--- config.mk ---
export PLATFORM = sky130hd
export DESIGN_NAME = conv_array_feeder
export DESIGN_NICKNAME = d
export VERILOG_FILES = /design/src/rtl/conv_array_feeder.sv
export SDC_FILE = /design/constraint.sdc
export NUM_CORES = 1
export LEC_CHECK = 0
export CORE_ASPECT_RATIO = 0.9
export CORE_MARGIN = 1.5
export CORE_UTILIZATION = 50
export CTS_CLUSTER_DIAMETER = 100
export DETAILED_ROUTE_END_ITERATION = 10
export PLACE_DENSITY_LB_ADDON = 0.3
export RECOVER_POWER = 50
export SLEW_MARGIN = 5
export SYNTH_ARGS = -nofsm -noshare
export SYNTH_HDL_FRONTEND = slang
export SYNTH_SLANG_ARGS = --single-unit
--- constraint.sdc ---
create_clock -name clk -period 3.6 [get_ports clk]
set_input_delay 0.54 -clock clk [delete_from_list [all_inputs] [get_ports clk]]
set_output_delay 0.54 -clock clk [all_outputs]
set_load 0.05 [all_outputs]
--- src/rtl/conv_array_feeder.sv ---
// conv_array_feeder: loads a 3x3 binary kernel into a PE array, then streams
// one band of 3-bit activation columns, checking the band length against IMG_W.
module conv_array_feeder #(
    parameter int unsigned IMG_W = 8,
    parameter int unsigned CNT_W = 8
) (
    input  logic       clk,
    input  logic       rst,
    input  logic       en,
    input  logic       w_valid,
    output logic       w_ready,
    input  logic [8:0] w_data,
    input  logic       a_valid,
    output logic       a_ready,
    input  logic [2:0] a_data,
    input  logic       a_last,
    output logic       weight_control,
    output logic [8:0] weight_in,
    output logic       start,
    output logic [2:0] col_data,
    output logic       col_valid,
    output logic       busy,
    output logic       done,
    output logic       err_len
);

    typedef enum logic [1:0] {
        IDLE   = 2'd0,
        LOAD   = 2'd1,
        ARM    = 2'd2,
        STREAM = 2'd3
    } state_t;

    localparam logic [CNT_W-1:0] LAST_IDX = CNT_W'(IMG_W - 1);

    state_t           state;
    state_t           state_nxt;
    logic [8:0]       kernel_q;
    logic             wloaded_q;
    logic [CNT_W-1:0] cnt_q;
    logic [2:0]       col_data_q;
    logic             col_valid_q;
    logic             done_q;
    logic             err_q;

    // Nothing may advance or be offered while disabled or in reset.
    logic act;
    assign act = en & rst;

    logic at_end;
    assign at_end = (cnt_q == LAST_IDX);

    logic w_ready_c;
    logic a_ready_c;
    logic wctl_c;
    logic start_c;
    logic take_w;
    logic cnt_clr;
    logic cnt_inc;
    logic fwd;
    logic band_ok;
    logic band_err;

    // State register; reset forces IDLE, a disabled cycle keeps the state.
    always_ff @(posedge clk) begin
        if (!rst) begin
            state <= IDLE;
        end else begin
            state <= state_nxt;
        end
    end

    // Next-state decode plus handshake and strobe generation.
    always_comb begin
        state_nxt = state;
        w_ready_c = 1'b0;
        a_ready_c = 1'b0;
        wctl_c    = 1'b0;
        start_c   = 1'b0;
        take_w    = 1'b0;
        cnt_clr   = 1'b0;
        cnt_inc   = 1'b0;
        fwd       = 1'b0;
        band_ok   = 1'b0;
        band_err  = 1'b0;
        case (state)
            IDLE: begin
                w_ready_c = act;
                // A new kernel wins over reusing the stored one.
                if (act && w_valid) begin
                    take_w    = 1'b1;
                    state_nxt = LOAD;
                end else if (act && a_valid && wloaded_q) begin
                    state_nxt = ARM;
                end
            end
            LOAD: begin
                wctl_c = act;
                if (act) begin
                    state_nxt = ARM;
                end
            end
            ARM: begin
                start_c = act;
                cnt_clr = act;
                if (act) begin
                    state_nxt = STREAM;
                end
            end
            STREAM: begin
                a_ready_c = act;
                if (act && a_valid) begin
                    if (a_last && at_end) begin
                        fwd       = 1'b1;
                        band_ok   = 1'b1;
                        state_nxt = IDLE;
                    end else if (a_last || at_end) begin
                        band_err  = 1'b1;
                        state_nxt = IDLE;
                    end else begin
                        fwd     = 1'b1;
                        cnt_inc = 1'b1;
                    end
                end
            end
            default: state_nxt = IDLE;
        endcase
    end

    // Kernel register, reuse flag and band column counter.
    always_ff @(posedge clk) begin
        if (!rst) begin
            kernel_q  <= '0;
            wloaded_q <= 1'b0;
            cnt_q     <= '0;
        end else begin
            if (take_w) begin
                kernel_q  <= w_data;
                wloaded_q <= 1'b1;
            end
            if (cnt_clr) begin
                cnt_q <= '0;
            end else if (cnt_inc) begin
                cnt_q <= cnt_q + CNT_W'(1);
            end
        end
    end

    // Registered column path and band-result pulses (latency one cycle).
    always_ff @(posedge clk) begin
        if (!rst) begin
            col_data_q  <= '0;
            col_valid_q <= 1'b0;
            done_q      <= 1'b0;
            err_q       <= 1'b0;
        end else begin
            col_valid_q <= fwd;
            done_q      <= band_ok;
            err_q       <= band_err;
            if (fwd) begin
                col_data_q <= a_data;
            end
        end
    end

    // Strobes are masked by enable and reset; data outputs only by reset.
    always_comb begin
        w_ready        = w_ready_c;
        a_ready        = a_ready_c;
        weight_control = wctl_c;
        start          = start_c;
        col_valid      = act & col_valid_q;
        done           = act & done_q;
        err_len        = act & err_q;
        busy           = rst & (state != IDLE);
        weight_in      = rst ? kernel_q : '0;
        col_data       = rst ? col_data_q : '0;
    end

endmodule

; ---- Yosys cells after proc, flatten, opt, wreduce, memory -nomap -nowiden
; Index checks and enable logic that the tools add are counted.
[op_classes]
bitwise_logic = 8
reduce_logical = 11
addsub = 1
eq_ne = 9
muxes = 25
[ops]
columns = cell, n
row1 = two-way mux 1 bit, 15
row2 = two-way mux 2 bit, 7
row3 = two-way mux 9 bit, 1
row4 = "adder 8 x 1 -> 8 bit, second input constant", 1
row5 = "== test 8 x 3 -> 1 bit, second input constant", 1
row6 = one-hot mux 2 bit (4 select lines), 1
row7 = "inequality test 2 bit, second input constant", 3
row8 = "inequality test 3 bit, second input constant", 2
row9 = AND 1 bit, 5
row10 = AND reduction 5 bit, 1
row11 = "== test 2 bit, second input constant", 2
row12 = logical AND 1 bit, 4
row13 = OR reduction 4 bit, 1
row14 = two-way mux 3 bit, 1
row15 = inverter 1 bit, 3
row16 = AND reduction 3 bit, 1
row17 = "== test 2 x 1 -> 1 bit, second input constant", 1
row18 = logical NOT 2 bit, 1
row19 = nonzero test 2 bit, 1
row20 = OR reduction 2 bit, 1
row21 = logical OR 1 bit, 1
[word_totals]
output_inout_bits = 20
elab_cells = 62
inputBits = 18
register_bits = 26

; ---- Depth between registers and ports, before layout
; Gate-level depths: netlist of run 1.
[logic_depth]
ltp_word = 6
ltp_mapped = 8
mapped_depth_nobuf = 8

; ---- Worst setup path after synthesis of run 1
; Ideal clock, no wire load.
[synth_path]
kind = input-to-output
startpoint = input rst
endpoint = output busy
n_path_buf = 2
t_arrival_ns = 1.605
path_stages = 4
setup_slack_ns = 1.455
t_required_ns = 3.060
cell_sequence = buf_2 > inv_1 > clkbuf_1 > nor2_1
[synth_via]
elab_chain_cells = 1
[synth_lines]
columns = item, line
row1 = "start, declared", 8  ; input logic rst,
row2 = AND 1 bit, 175  ; busy = rst & (state != IDLE);
row3 = "end, declared", 22  ; output logic busy,
; No other way between the ends.

; ---- Worst setup path in the final report of run 1
[layout_path]
startpoint = input rst
endpoint = output col_data[0]
[layout_via]
elab_chain_cells = 1
[layout_lines]
columns = item, line
row1 = two-way mux 3 bit, 177  ; col_data = rst ? col_data_q : '0;
row2 = "end, declared", 20  ; output logic [2:0] col_data,
; No other way between the ends.

==> flow_metrics.tcl, run 1 <==
set metrics [dict create \
    synthXorXnorAreaFrac_pct 4.090 \
    synth_simple_gate_area_share_pct 32.33 \
    clock_period_minus_worst_slack_ns 3.179 \
    design.die.area_um2 2884 \
    core_area_um2 2446 \
    synthesis.nets 182 \
    timing.hold.ws_ns 0.4639 \
    layout.cells.most_common_list "35 x sky130_fd_sc_hd__clkdlybuf4s50_1, 27 x sky130_fd_sc_hd__nand2_1, 26 x sky130_fd_sc_hd__dfxtp_1, 13 x sky130_fd_sc_hd__a21oi_1" \
    post_cts.repair.setup_buffers 0 \
    power_density_nw_per_um2 385.8 \
    syn_area_per_cell_um2 8.185 \
    synth-seq-area-share_pct 40.51 \
    post_drt_wl_per_cell_um 12.20 \
    outcome "completed" \
    synth-seq-cells 26 \
    cts_htree_levels 1 \
    cts_sinks 26 \
    p_leak_nw 0.6923 \
    n_antenna_cell 0 \
    post_cts_resize_count 0 \
    netlist-cell-type-count 29 \
    holdBufCountCts 0 \
    power_mw 0.6521 \
    remaining_drc_errors 0 \
    grt_pass1_vias 1016 \
    layout-area-overhead-vs-synth_pct 31.55 \
    synth_warnings 0 \
    timing_worst_slew_pin_value_ns 0.5160 \
    clkLatencyLatePin_ns 0.32 \
    postSynthCellCount 157 \
    layout_worst_path_cycle_share_pct 88.29 \
    pin_count 38 \
    crit_path_end_kind "primary output" \
    placementRows 17 \
    complex_gate_fraction_of_the_synthesized_area_pct 7.108 \
    hold_path_depth 2 \
    vias_per_cell 5.256 \
    globalRoute.totalOverflow 0 \
    slew_headroom_pct 65.49 \
    crit_required_ns 3.06 \
    layout_commonest_cell "sky130_fd_sc_hd__clkdlybuf4s50_1" \
    rr_worst_depth 5 \
    setup_total_negative_slack_ns 0 \
    synthMuxAreaShare_pct 4.187 \
    fmaxAchievable_ghz 0.3146 \
    cts-buffers-inserted 3 \
    maxCapViolations 0 \
    final-setup-viol-count 0 \
    worst_clock_skew_ns 0.01243 \
    antenna_found_initial 0 \
    gr-usage-all-layers_pct 19.58 \
    setup.worst_path.start_class "input pin" \
    setup_slack_at_placement_ns 0.5147 \
    die_h_um 51.10 \
    critPathArrivalTime_ns 2.64 \
    slew_violations 0 \
    place.detailed.hpwl_um 2010 \
    final.setup.worst_slack_ns 0.4215 \
    drtIter0Drc 18 \
    grt_setup_unrepaired "no" \
    maximum_number_of_pins_on_one_net_before_global_route_repair 19 \
    worst-path-max-fanout 18 \
    gp_routability_congestion 0.7911 \
    clk_path_buf_depth 2 \
    path_type_of_the_worst_setup_path "in2out" \
    largest_family_of_logic_cells_by_synthesized_area "simple AND/OR/NAND/NOR gates" \
    drt_pre_antenna_iters 4 \
    die_w_um 56.44 \
    starting_density_of_the_core_pct 52.53 \
    cts.reportedPaths.clkPinSlew_ns 0.13 \
    tritoncts "yes" \
    post_route_cells_drive_above_1_share_pct 6.283 \
    vdd_ir_drop_max_uv 340.4 \
    detailroute.via_count 1151 \
    detail-route-antenna-nets 0 \
    syn-cell-area_um2 1285 \
    postRouteWirelength_um 2672 \
    final_nets 217 \
    min_path_type "reg2reg" \
    grt_first_pass_wirelength_um 4450 \
    yosys.area_share.adder_pct 6.816 \
    root_buffer "sky130_fd_sc_hd__clkbuf_4" \
    timing_hold_violations_final 0 \
    portBuffers 37 \
]
through the flow:
step / std cells / instance area (µm²) / utilization, %
5_1_grt: 219 / 1690 / 69.10
3_5_place_dp: 215 / 1654 / 67.62
2_1_floorplan: 157 / 1285 / -
4_1_cts: 219 / 1690 / 69.10
3_3_place_gp: 215 / 1654 / 67.62
6_report: 219 / 1690 / 69.10
flip-flops by register name, indices dropped and copies added (netlist names):
| signal | flops |
|---|---|
| state | 2 |
| err_q | 1 |
| col_data_q | 3 |
| done_q | 1 |
| col_valid_q | 1 |
| cnt_q | 8 |
| wloaded_q | 1 |
| kernel_q | 9 |
layer usage:
metal | GRT usage, % | wire length (µm) | up-vias
li1 | - | - | 593
met1 | 26.53 | 1248 | 521
met5 | 0 | 0 | -
met3 | 2.785 | 146 | 4
met2 | 31.20 | 1244 | 33
met4 | 8.333 | 33 | 0
area by class of cell:
type	instances	area, µm²
inverters	6	22.52
fillers	208	755.7
repair buffers	38	375.4
flip-flops and latches	26	520.5
well taps	28	35.03
multi-input cells	117	700.7
clock buffers	4	36.28
power breakdown:
group          internal [mW]  switching [mW]
Clock                 0.0618          0.0830
Combinational         0.0768           0.117
Sequential             0.302          0.0108
Yosys cell counts:
master	n	area, µm²
sky130_fd_sc_hd__o21ai_0	2	10.01
sky130_fd_sc_hd__buf_2	2	10.01
sky130_fd_sc_hd__nor3b_1	1	7.510
sky130_fd_sc_hd__mux2_2	3	33.78
sky130_fd_sc_hd__inv_1	6	22.52
sky130_fd_sc_hd__or3_1	2	12.51
sky130_fd_sc_hd__nand4_1	3	18.77
sky130_fd_sc_hd__dfxtp_1	26	520.5
sky130_fd_sc_hd__and3_1	9	56.30
sky130_fd_sc_hd__nand3_2	1	10.01
sky130_fd_sc_hd__and4_1	1	8.760
sky130_fd_sc_hd__o211ai_1	1	7.510
sky130_fd_sc_hd__nand3_1	8	40.04
sky130_fd_sc_hd__and2_2	1	7.510
sky130_fd_sc_hd__nor3_1	1	5.000
sky130_fd_sc_hd__o221ai_1	1	8.760
sky130_fd_sc_hd__or4_1	1	7.510
sky130_fd_sc_hd__nor2_1	12	45.04
sky130_fd_sc_hd__buf_6	1	11.26
sky130_fd_sc_hd__nand2_1	27	101.4
sky130_fd_sc_hd__xnor2_1	1	8.760
sky130_fd_sc_hd__ha_1	7	87.58
sky130_fd_sc_hd__mux2i_1	2	20.02
sky130_fd_sc_hd__clkbuf_2	1	5.000
sky130_fd_sc_hd__and3_2	1	7.510
sky130_fd_sc_hd__clkbuf_1	4	15.01
sky130_fd_sc_hd__xor2_1	5	43.79
sky130_fd_sc_hd__and2_1	14	87.58
sky130_fd_sc_hd__a21oi_1	13	65.06
worst paths after layout:
path | start | endpoint | slack, ns
worst min-delay path | kernel_q[2] | kernel_q[2] | 0.46
worst max-delay path | rst | col_data[0] | 0.42
worst max register to register | cnt_q[6] | col_data_q[0] | 1.37
worst min register to register | kernel_q[2] | kernel_q[2] | 0.46
cells by family after synthesis:
group,count (synthesis)
and+or+nand+nor,82
DFF,26
adders and majority gates,7
AOI/OAI and AO/OA,17
muxes,5
xor gates and xnor gates,6
buffers and inverters,14
worst max-delay path: stages:
cell and delay (ns):
sky130_fd_sc_hd__dlygate4sd3_1 0.83, sky130_fd_sc_hd__buf_4 0.26, sky130_fd_sc_hd__and2_1 0.18, sky130_fd_sc_hd__clkdlybuf4s50_1 0.83
Power figures use the tool's default switching activity.
==> inputs of run 2 (changes only) <==
--- a/config.mk
+++ b/config.mk
@@ -5,9 +5,10 @@
 export SDC_FILE = /design/constraint.sdc
 export NUM_CORES = 1
 export LEC_CHECK = 0
+export ABC_AREA = 1
 export CORE_ASPECT_RATIO = 0.9
 export CORE_MARGIN = 1.5
-export CORE_UTILIZATION = 50
+export CORE_UTILIZATION = 51
 export CTS_CLUSTER_DIAMETER = 100
 export DETAILED_ROUTE_END_ITERATION = 10
 export PLACE_DENSITY_LB_ADDON = 0.3
==> run 2 against run 1 <==
Compared with the run above: via count increased by 11%; wire length increased by 2.1%; combinational power increased by 3%; synthesized cell count increased by 27%; die area increased by 5.7%; worst setup slack improved by 0.27 ns; first-iteration DRC count increased by 120%; clock skew decreased by 0.0046 ns; count of clock-buffer cells in the layout decreased by 1; power increased by 9.3%; final area increased by 3.5%; critical endpoint is now col_data[2]; largest cell class unchanged.
==> flow_metrics.tcl, run 2 <==
set metrics [dict create \
    outcome "completed" \
    seqPwrFrac_pct 44.2 \
    gr-usage-all-layers_pct 19.77 \
    async_flop_share_pct 0 \
    post-synth-top-count-cell "sky130_fd_sc_hd__nor2_1" \
    netlist-cell-type-count 23 \
    multi_input_comb_area_um2 631.9 \
    detailroute.via_count 1277 \
    comb_power_share_pct 28.1 \
    power_density_nw_per_um2 407.3 \
    die_w_um 58.03 \
    design.die.area_um2 3048 \
    primary_flip_flop_cell_chosen_by_synthesis_mapping "sky130_fd_sc_hd__dfxtp_1" \
    placementRows 17 \
    postRouteWirelength_um 2728 \
    portBuffers 37 \
    critPathArrivalTime_ns 2.37 \
    critPathLaunch "rst" \
    timing_hold_violations_final 0 \
    drtIter0Drc 39 \
    regToRegStartpoint "state[0]" \
    post_cts_resize_count 0 \
    place.detailed.hpwl_um 2119 \
    final_nets 265 \
    netlist.area_leader.share_pct 37.44 \
    pin_count 38 \
    p_leak_nw 0.8883 \
    synth-seq-area-share_pct 37.44 \
    layout.filler_cells 231 \
    synth-seq-cells 26 \
    grt_setup_unrepaired "no" \
    drt_pre_antenna_iters 6 \
    tritoncts "yes" \
    post_cts.repair.setup_buffers 0 \
    post-synth-top-area-cell "sky130_fd_sc_hd__dfxtp_1" \
    setup_total_negative_slack_ns 0 \
    timing.rr.end "kernel_q[5]" \
    die_h_um 52.53 \
    globalRoute.totalOverflow 0 \
    min_to "cnt_q[7]" \
    ff2ff_setup_slack_ns 1.73 \
    power_frac_clock_pct 27.7 \
    syn-cell-area_um2 1390 \
    antenna_found_initial 0 \
    cts_htree_levels 1 \
    fmaxAchievable_ghz 0.3434 \
    largest_reg_flops 9 \
    final-setup-viol-count 0 \
    root_buffer "sky130_fd_sc_hd__clkbuf_4" \
    synthesis.nets 225 \
    core_area_um2 2510 \
    crit_required_ns 3.06 \
    hold_path_depth 2 \
    maxCapViolations 0 \
    grt_first_pass_wirelength_um 4609 \
    worst-path-max-fanout 22 \
    power_mw 0.7124 \
    remaining_drc_errors 0 \
    gp_routability_congestion 0.8138 \
    detail-route-antenna-nets 0 \
    vdd_ir_drop_max_uv 334.4 \
    layout.cells.non_filler 267 \
    hold_path.startpoint "cnt_q[7]" \
    swShare_pct 30.98 \
    clock_period_minus_worst_slack_ns 2.912 \
    cts-buffers-inserted 3 \
    timing_worst_slew_pin_value_ns 0.5218 \
    dp_cells 263 \
    layout_commonest_cell "sky130_fd_sc_hd__nor2_1" \
    cts.reportedPaths.clkPinSlew_ns 0.14 \
    synth_warnings 0 \
    crit_path_end_kind "primary output" \
    post_drt_wl_per_cell_um 10.22 \
    post_route_cells_drive_above_1_share_pct 5.439 \
    maximum_number_of_pins_on_one_net_before_global_route_repair 23 \
    layout.cells.most_common_list "45 x sky130_fd_sc_hd__nor2_1, 38 x sky130_fd_sc_hd__inv_1, 34 x sky130_fd_sc_hd__nand2_1, 30 x sky130_fd_sc_hd__clkdlybuf4s50_1, 26 x sky130_fd_sc_hd__dfxtp_1" \
    n_antenna_cell 0 \
    setup.worst_path.start_class "input pin" \
    starting_density_of_the_core_pct 55.38 \
    layout-area-overhead-vs-synth_pct 25.83 \
    layout_worst_path_cycle_share_pct 80.88 \
    syn_area_per_cell_um2 6.950 \
    path_type_of_the_worst_setup_path "in2out" \
    synth_enable_flop_cells 0 \
    vias_per_cell 4.783 \
    rr_worst_depth 7 \
    postSynthCellCount 200 \
    worst_clock_skew_ns 0.007851 \
    largestRegisters "kernel_q: 9 flops, cnt_q: 8 flops, col_data_q: 3 flops" \
    min_path_type "reg2reg" \
    clk_path_buf_depth 2 \
    regMostFlops "kernel_q" \
    cellInternalPower_mw 0.4917 \
    netSwitchingPower_mw 0.2207 \
    slew_headroom_pct 65.08 \
    netlist_top_cells_count "40 x sky130_fd_sc_hd__nor2_1, 37 x sky130_fd_sc_hd__inv_1, 31 x sky130_fd_sc_hd__nand2_1" \
    holdBufCountCts 0 \
    grt_pass1_vias 1104 \
    slew_violations 0 \
    post_synth_main_area_contributors "sky130_fd_sc_hd__dfxtp_1 37%, sky130_fd_sc_hd__nor2_1 11%, sky130_fd_sc_hd__inv_1 10%, sky130_fd_sc_hd__nand2_1 8.4%, sky130_fd_sc_hd__o21ai_0 6.5%" \
    seqCellArea_um2 520.5 \
    clkLatencyLatePin_ns 0.32 \
    cts_sinks 26 \
]
run 2: layout make-up:
class / instances / area share [%]
clock buffer: 3 / 1.288
inverter: 39 / 8.369
multi-input combinational: 132 / 36.12
clock inverter: 1 / 1.717
tap: 28 / 2.003
sequential: 26 / 29.76
timing repair buffer: 38 / 20.74
run 2: through the flow:
step	instance area [µm²]	util (%)	hold WS [ns]	worst slack [ns]
6_report	1749	69.69	0.4759	0.6882
5_1_grt	1749	69.69	0.4816	0.5881
4_1_cts	1822	72.58	0.4744	0.6813
3_5_place_dp	1769	70.49	0.4555	0.6774
3_3_place_gp	1769	70.49	0.4493	0.6968
2_1_floorplan	1390	-	0.4356	1.540
run 2: logic make-up after synthesis:
logic type               share of synthesized area (%)
flip-flops                                       37.44
AND/OR/NAND/NOR                                  33.21
buffers and inverters                            11.88
adder cells (fa/ha/maj)                          6.300
multiplexers                                    0.7201
AO/OA/AOI/OAI                                    10.44
run 2: worst max-delay path by stage:
stage | cells after the start | end | slack, ns
global route | 5 | col_data[2] | 0.59
floorplan | 3 | start | 1.54
finish | 5 | col_data[2] | 0.69
global placement | 5 | col_data[2] | 0.70
detailed placement | 5 | col_data[2] | 0.68
CTS | 5 | col_data[2] | 0.68
run 2: power by group through the flow:
stage / registers (mW) / clock network [mW] / logic (mW)
finish: 0.315 / 0.198 / 0.200
global route: 0.318 / 0.216 / 0.221
CTS: 0.315 / 0.204 / 0.212
detailed placement: 0.321 / 0 / 0.210
global placement: 0.320 / 0 / 0.207
floorplan: 0.318 / 0 / 0.152
run 2: critical path, cell delays in order:
cell,delay [ns]
sky130_fd_sc_hd__dlygate4sd3_1,0.63
sky130_fd_sc_hd__buf_4,0.26
sky130_fd_sc_hd__nand2_1,0.10
sky130_fd_sc_hd__inv_1,0.05
sky130_fd_sc_hd__clkdlybuf4s50_1,0.78
run 2: layer usage:
layer / vias up / global-route usage, % / routed length [µm]
met4: 0 / 3.488 / 9
met2: 33 / 33.14 / 1198
met5: - / 0 / 0
met1: 552 / 25.38 / 1364
met3: 2 / 5.926 / 155
li1: 690 / - / -
